--- src/rtl/vc_writeback_buffer_pkg.sv ---
// Shared line/address types and the drain state encoding for the victim-cache
// write-back path.
package lc3b_types;

    typedef logic [127:0] lc3b_line;
    typedef logic [11:0]  lc3b_line_addr;

    typedef enum logic {
        WB_IDLE,
        WB_WRITE
    } wb_state_t;

endpackage

--- src/rtl/vc_writeback_buffer_match.sv ---
// Parallel address compare across all buffer entries, qualified by valid, with a
// youngest-first select (relative to tail) of the matching index.
module wb_match
    import lc3b_types::*;
#(
    parameter int unsigned DEPTH = 4,
    parameter int unsigned PW    = $clog2(DEPTH)
) (
    input  lc3b_line_addr             addr,
    input  lc3b_line_addr [DEPTH-1:0] entry_addr,
    input  logic [DEPTH-1:0]          valid,
    input  logic [PW-1:0]             tail,
    output logic [DEPTH-1:0]          hit_vec,
    output logic [PW-1:0]             idx
);

    always_comb begin
        hit_vec = '0;
        for (int unsigned k = 0; k < DEPTH; k++) begin
            hit_vec[k] = valid[k] && (entry_addr[k] == addr);
        end
    end

    // Walk from the oldest slot (tail) towards tail-1; the last hit seen is the youngest.
    always_comb begin
        idx = '0;
        for (int unsigned k = 0; k < DEPTH; k++) begin
            if (hit_vec[PW'(tail + PW'(k))]) begin
                idx = PW'(tail + PW'(k));
            end
        end
    end

endmodule

--- src/rtl/vc_writeback_buffer.sv ---
// FIFO write-back buffer: captures evicted dirty lines, coalesces repeats, drains
// them over the pmem write handshake and forwards queued lines to the L2 miss path.
module vc_writeback_buffer
    import lc3b_types::*;
#(
    parameter int unsigned DEPTH = 4
) (
    input  logic                         clk,
    input  logic                         reset_n,
    input  logic                         wb_valid,
    input  logic [11:0]                  wb_address,
    input  logic [127:0]                 wb_data,
    output logic                         wb_ready,
    output logic                         pmem_write,
    output logic [15:0]                  pmem_address,
    output logic [127:0]                 pmem_wdata,
    input  logic                         pmem_resp,
    input  logic [11:0]                  lookup_address,
    output logic                         lookup_hit,
    output logic [127:0]                 lookup_data,
    output logic                         empty,
    output logic [$clog2(DEPTH+1)-1:0]   count
);

    localparam int unsigned PW = $clog2(DEPTH);
    localparam int unsigned CW = $clog2(DEPTH + 1);

    logic [DEPTH-1:0]          valid_q;
    lc3b_line_addr [DEPTH-1:0] addr_q;
    lc3b_line                  data_q [DEPTH];
    logic [PW-1:0]             head_q;
    logic [PW-1:0]             tail_q;
    logic [CW-1:0]             count_q;
    wb_state_t                 state_q;

    logic                      full;
    logic [DEPTH-1:0]          head_mask;
    logic [DEPTH-1:0]          coal_vec;
    logic [PW-1:0]             coal_idx;
    logic                      coal_hit;
    logic [DEPTH-1:0]          look_vec;
    logic [PW-1:0]             look_idx;
    logic                      push;
    logic                      do_coal;
    logic                      do_app;
    logic                      pop;

    assign full     = (count_q == CW'(DEPTH));
    assign wb_ready = !full;
    assign empty    = (count_q == '0);
    assign count    = count_q;

    // The in-flight head is never a coalesce target: its data is already on the bus.
    always_comb begin
        head_mask = '0;
        if (state_q == WB_WRITE) begin
            head_mask[head_q] = 1'b1;
        end
    end

    wb_match #(.DEPTH(DEPTH), .PW(PW)) u_coal_match (
        .addr       (wb_address),
        .entry_addr (addr_q),
        .valid      (valid_q & ~head_mask),
        .tail       (tail_q),
        .hit_vec    (coal_vec),
        .idx        (coal_idx)
    );

    wb_match #(.DEPTH(DEPTH), .PW(PW)) u_lookup_match (
        .addr       (lookup_address),
        .entry_addr (addr_q),
        .valid      (valid_q),
        .tail       (tail_q),
        .hit_vec    (look_vec),
        .idx        (look_idx)
    );

    assign coal_hit    = |coal_vec;
    assign lookup_hit  = |look_vec;
    assign lookup_data = lookup_hit ? data_q[look_idx] : '0;

    assign push    = wb_valid && !full;
    assign do_coal = push && coal_hit;
    assign do_app  = push && !coal_hit;
    assign pop     = (state_q == WB_WRITE) && pmem_resp;

    always_ff @(posedge clk) begin
        if (do_coal) begin
            data_q[coal_idx] <= wb_data;
        end
        if (do_app) begin
            data_q[tail_q] <= wb_data;
            addr_q[tail_q] <= wb_address;
        end
    end

    always_ff @(posedge clk) begin
        if (!reset_n) begin
            valid_q      <= '0;
            head_q       <= '0;
            tail_q       <= '0;
            count_q      <= '0;
            state_q      <= WB_IDLE;
            pmem_write   <= 1'b0;
            pmem_address <= '0;
            pmem_wdata   <= '0;
        end else begin
            if (do_app) begin
                valid_q[tail_q] <= 1'b1;
                tail_q          <= tail_q + 1'b1;
            end
            if (pop) begin
                valid_q[head_q] <= 1'b0;
                head_q          <= head_q + 1'b1;
            end
            count_q <= count_q + CW'(do_app) - CW'(pop);

            case (state_q)
                WB_IDLE: begin
                    if (!empty) begin
                        state_q      <= WB_WRITE;
                        pmem_write   <= 1'b1;
                        pmem_address <= {addr_q[head_q], 4'b0000};
                        // A coalesce into the head on this same edge must reach the bus.
                        pmem_wdata   <= (do_coal && (coal_idx == head_q)) ? wb_data
                                                                          : data_q[head_q];
                    end
                end
                WB_WRITE: begin
                    if (pmem_resp) begin
                        state_q    <= WB_IDLE;
                        pmem_write <= 1'b0;
                    end
                end
                default: begin
                    state_q    <= WB_IDLE;
                    pmem_write <= 1'b0;
                end
            endcase
        end
    end

endmodule

--- config.mk ---
export PLATFORM = sky130hd
export DESIGN_NAME = vc_writeback_buffer
export DESIGN_NICKNAME = d
export VERILOG_FILES = /design/src/rtl/vc_writeback_buffer_pkg.sv /design/src/rtl/vc_writeback_buffer_match.sv /design/src/rtl/vc_writeback_buffer.sv
export SDC_FILE = /design/constraint.sdc
export NUM_CORES = 1
export LEC_CHECK = 0
export CORE_MARGIN = 10
export CORE_UTILIZATION = 56
export DETAILED_ROUTE_END_ITERATION = 7
export PLACE_DENSITY = 0.82
export SYNTH_ARGS = -nofsm -noshare
export SYNTH_HDL_FRONTEND = slang
export SYNTH_SLANG_ARGS = --single-unit
--- constraint.sdc ---
create_clock -name clk -period 13.8 [get_ports clk]
set_clock_uncertainty 0.15 [all_clocks]
set_input_delay 4.14 -clock clk [delete_from_list [all_inputs] [get_ports clk]]
set_output_delay 4.14 -clock clk [all_outputs]
set_load 0.01 [all_outputs]
==> impl_metrics.toml <==
[sta]
final.min_clock_period_ns = 12.85
period_share_pct = 93.1
max_clock_freq_ghz = 0.0778
final_hold_viol_count = 0
finalSetupViolCount = 0
hold_slack_ns = 0.313
setup_tns_ns = 0
rsz0062_at_grt = "false"
worstMarginPinSlew_ns = 1.32
drv_slew = 0
slew_headroom_pct = 11.1

[clock_tree]
numCtsBuffers = 86
cts_root_buffer = "clkbuf_16"
cts_setup_buffers = 0
cts_resized = 0
cts_tree = "yes"
path_clk_slew_ns = 0.06
clk_path_buf_depth = 3
clock-sinks = 842
cts_hold_buffers = 0
clock_latency_ns = 0.64
ctsHtreeMaxLevel = 3

[place]
placed_area_um2 = 41700
port_buffers = 430
hpwl_um = 63100
place_congestion = 0.868

[final_layout]
final_common_cell = "edfxtp_1"
mostFrequentLayoutCells = "edfxtp_1, clkdlybuf4s50_1, nand2_1"
fin_util_pct = 68.8
fin_nets = 2911
final_area_um2 = 44500
drive_above_1_share_pct = 16.4
fillers = 4284
areaGrowthSynthToFinish_pct = 21.3

[global_routing]
gr-total-overflow = 0
grt_pass1_wl_um = 152000
grt_start_max_net_pins = 129
antenna_found_initial = 21
grt_pass1_vias = 24200
grt_usage_pct = 25.8

[critical_path]
reg2reg_from = "head_q[0]"
setup.worst_path.start_class = "input port"
path_class = "in2out"
cp.depth = 12
path_buf_inv = 4
path_cells = "clkdlybuf4s50_1, xnor2_1, nand3_1, nor4_2, or4b_1, o21ai_2, a221oi_4, buf_12, buf_4, mux2i_1, o22ai_1, clkdlybuf4s50_1"
endpoint_kind = "primary output"
critPathSlowestCell = "nor4_2"
reg2reg_slack_ns = 7.75
rr_endpoint = "data_q[2][98]"
crit_top_cell = "clkdlybuf4s50_1"
cp_max_fo = 47
cp.arrival_ns = 8.56
critical_path.top_delay_family = "buffers and inverters"
ff2ff_path_depth = 11
required_ns = 9.51
slowest_delay_ns = 0.75

[die]
core-area_um2 = 64700
core.rowCount = 93
fp.dieH_um = 276
top_level_ports = 435
die_w_um = 276
dieArea_um2 = 76200
initial_utilization_pct = 56.7

[yosys]
synth_seq_cells = 842
synth_top_family_by_area = "multiplexers"
yosys_warnings = 0
synth-edff-count = 688
avgSynthCellArea_um2 = 15.6
synth.area.top_cells = "edfxtp_1, mux4_2, dfxtp_1"
netlist_area_um2 = 36700
netlist_instances = 2357
yosysTopAreaCell = "edfxtp_1"
synthFlopType = "edfxtp_1"
seq_area_frac_synth_pct = 64.7
synth_simple_gate_area_share_pct = 4.46
synthArstFlopShare_pct = 0
synthMuxAreaShare_pct = 19.8
synth.distinct_cells = 54
synthAdderAreaFrac_pct = 0.395
yosys.area_share.xor_xnor_pct = 2.41
synth_compound_area_share_pct = 5.74
synth_top_area_share_pct = 56.3

[drt]
highest_layer = "met5"
wl_met3_um = 9480
routedLengthMet1_um = 37800
via_per_inst = 6.16
antenna_left = 0
dr_total_vias = 22700
wl_per_cell_um = 27.5
drtPass1Iterations = 5
wl_met2_um = 50200
drc = 0
drt_iter0_drc = 2115
wl_um = 101000

[power_and_ir_drop]
power.density_nw_per_um2 = 178
ir_drop_mv = 0.162
p_leak_nw = 14.0

[min_path]
hold_depth = 2
hold_class = "reg2reg"

[run]
maxCapViolCount = 0

[status]
status = "finished clean"
[how the worst max path moves through the flow]
| stage | slack, ns | to | start |
|---|---|---|---|
| floorplan | 1.68 | data_q[3][0] | wb_address[9] |
| global placement | 1.15 | lookup_data[122] | lookup_address[6] |
| detailed placement | 1.01 | lookup_data[122] | lookup_address[5] |
| CTS | 1.0 | lookup_data[122] | lookup_address[5] |
| global route | 0.77 | lookup_data[122] | lookup_address[3] |
| finish | 0.95 | lookup_data[122] | lookup_address[3] |
[per-stage QoR]
step	power [mW]	setup WS, ns	std cells
floorplan	4.80	1.68	2360
finish	7.95	0.950	3683
detailed placement	5.71	1.01	3511
global route	8.30	0.769	3676
global placement	5.62	1.15	3511
CTS	8.00	0.997	3671
[logic make-up (layout without fill, tap and decap cells)]
family	count (synthesis)	in the layout
AO/OA/AOI/OAI	299	299
multiplexers	533	533
adder cells (fa/ha/maj)	11	11
AND/OR/NAND/NOR	386	386
flip-flops	842	842
other	1	16
XOR/XNOR	101	101
buffers and inverters	184	640
[cell type report]
| class | instances | area, um^2 | share of cell area [%] |
|---|---|---|---|
| clock buffers | 125 | 2500 | 5.62 |
| flip-flops and latches | 842 | 23800 | 53.4 |
| multi-input cells | 1334 | 12100 | 27.2 |
| clock inverters | 35 | 308 | 0.691 |
| well taps | 855 | 1070 | 2.40 |
| diodes | 12 | 30.0 | 0.0674 |
| inverters | 10 | 45.0 | 0.101 |
| repair buffers | 470 | 4700 | 10.6 |
[routing by layer]
layer  vias to the layer above  global-route usage (%)
li1                       9866                       -
met1                     11600                    31.6
met2                      1023                    42.9
met3                       228                    7.08
met4                        22                    10.6
met5                         -                       0
[worst register-to-register path, stage by stage (launching register included)]
cell,delay [ns]
dfxtp_4,0.90
inv_1,0.24
ha_1,0.27
nand2_1,0.08
nand3_1,0.11
nor4_1,1.10
nor2_1,0.27
and3_1,0.39
a31oi_1,0.25
mux2i_1,0.20
nor2_4,0.66
buf_4,0.95
[cell usage after synthesis, types with 3 or more instances]
cell type	count
dfxtp_1	154
a21oi_1	4
buf_1	27
nor4_2	3
nand2_1	300
mux4_2	141
nand4_1	16
buf_6	27
mux2i_1	261
and4_1	3
nor2_1	15
xnor2_1	90
xor2_1	11
o211a_1	4
o22ai_1	129
nand3_1	15
and3_1	3
a21boi_0	140
nor2b_1	3
mux2_2	131
and2_1	12
nor4_1	7
buf_2	6
nor3_1	4
ha_1	10
edfxtp_1	688
inv_1	8
buf_4	4
clkbuf_1	110
[power by group]
group	internal [mW]	switching, mW
clock	1.34	0.953
combinational	0.866	1.18
sequential	3.36	0.248
total	5.56	2.38
(Power assumes the default switching activity.)
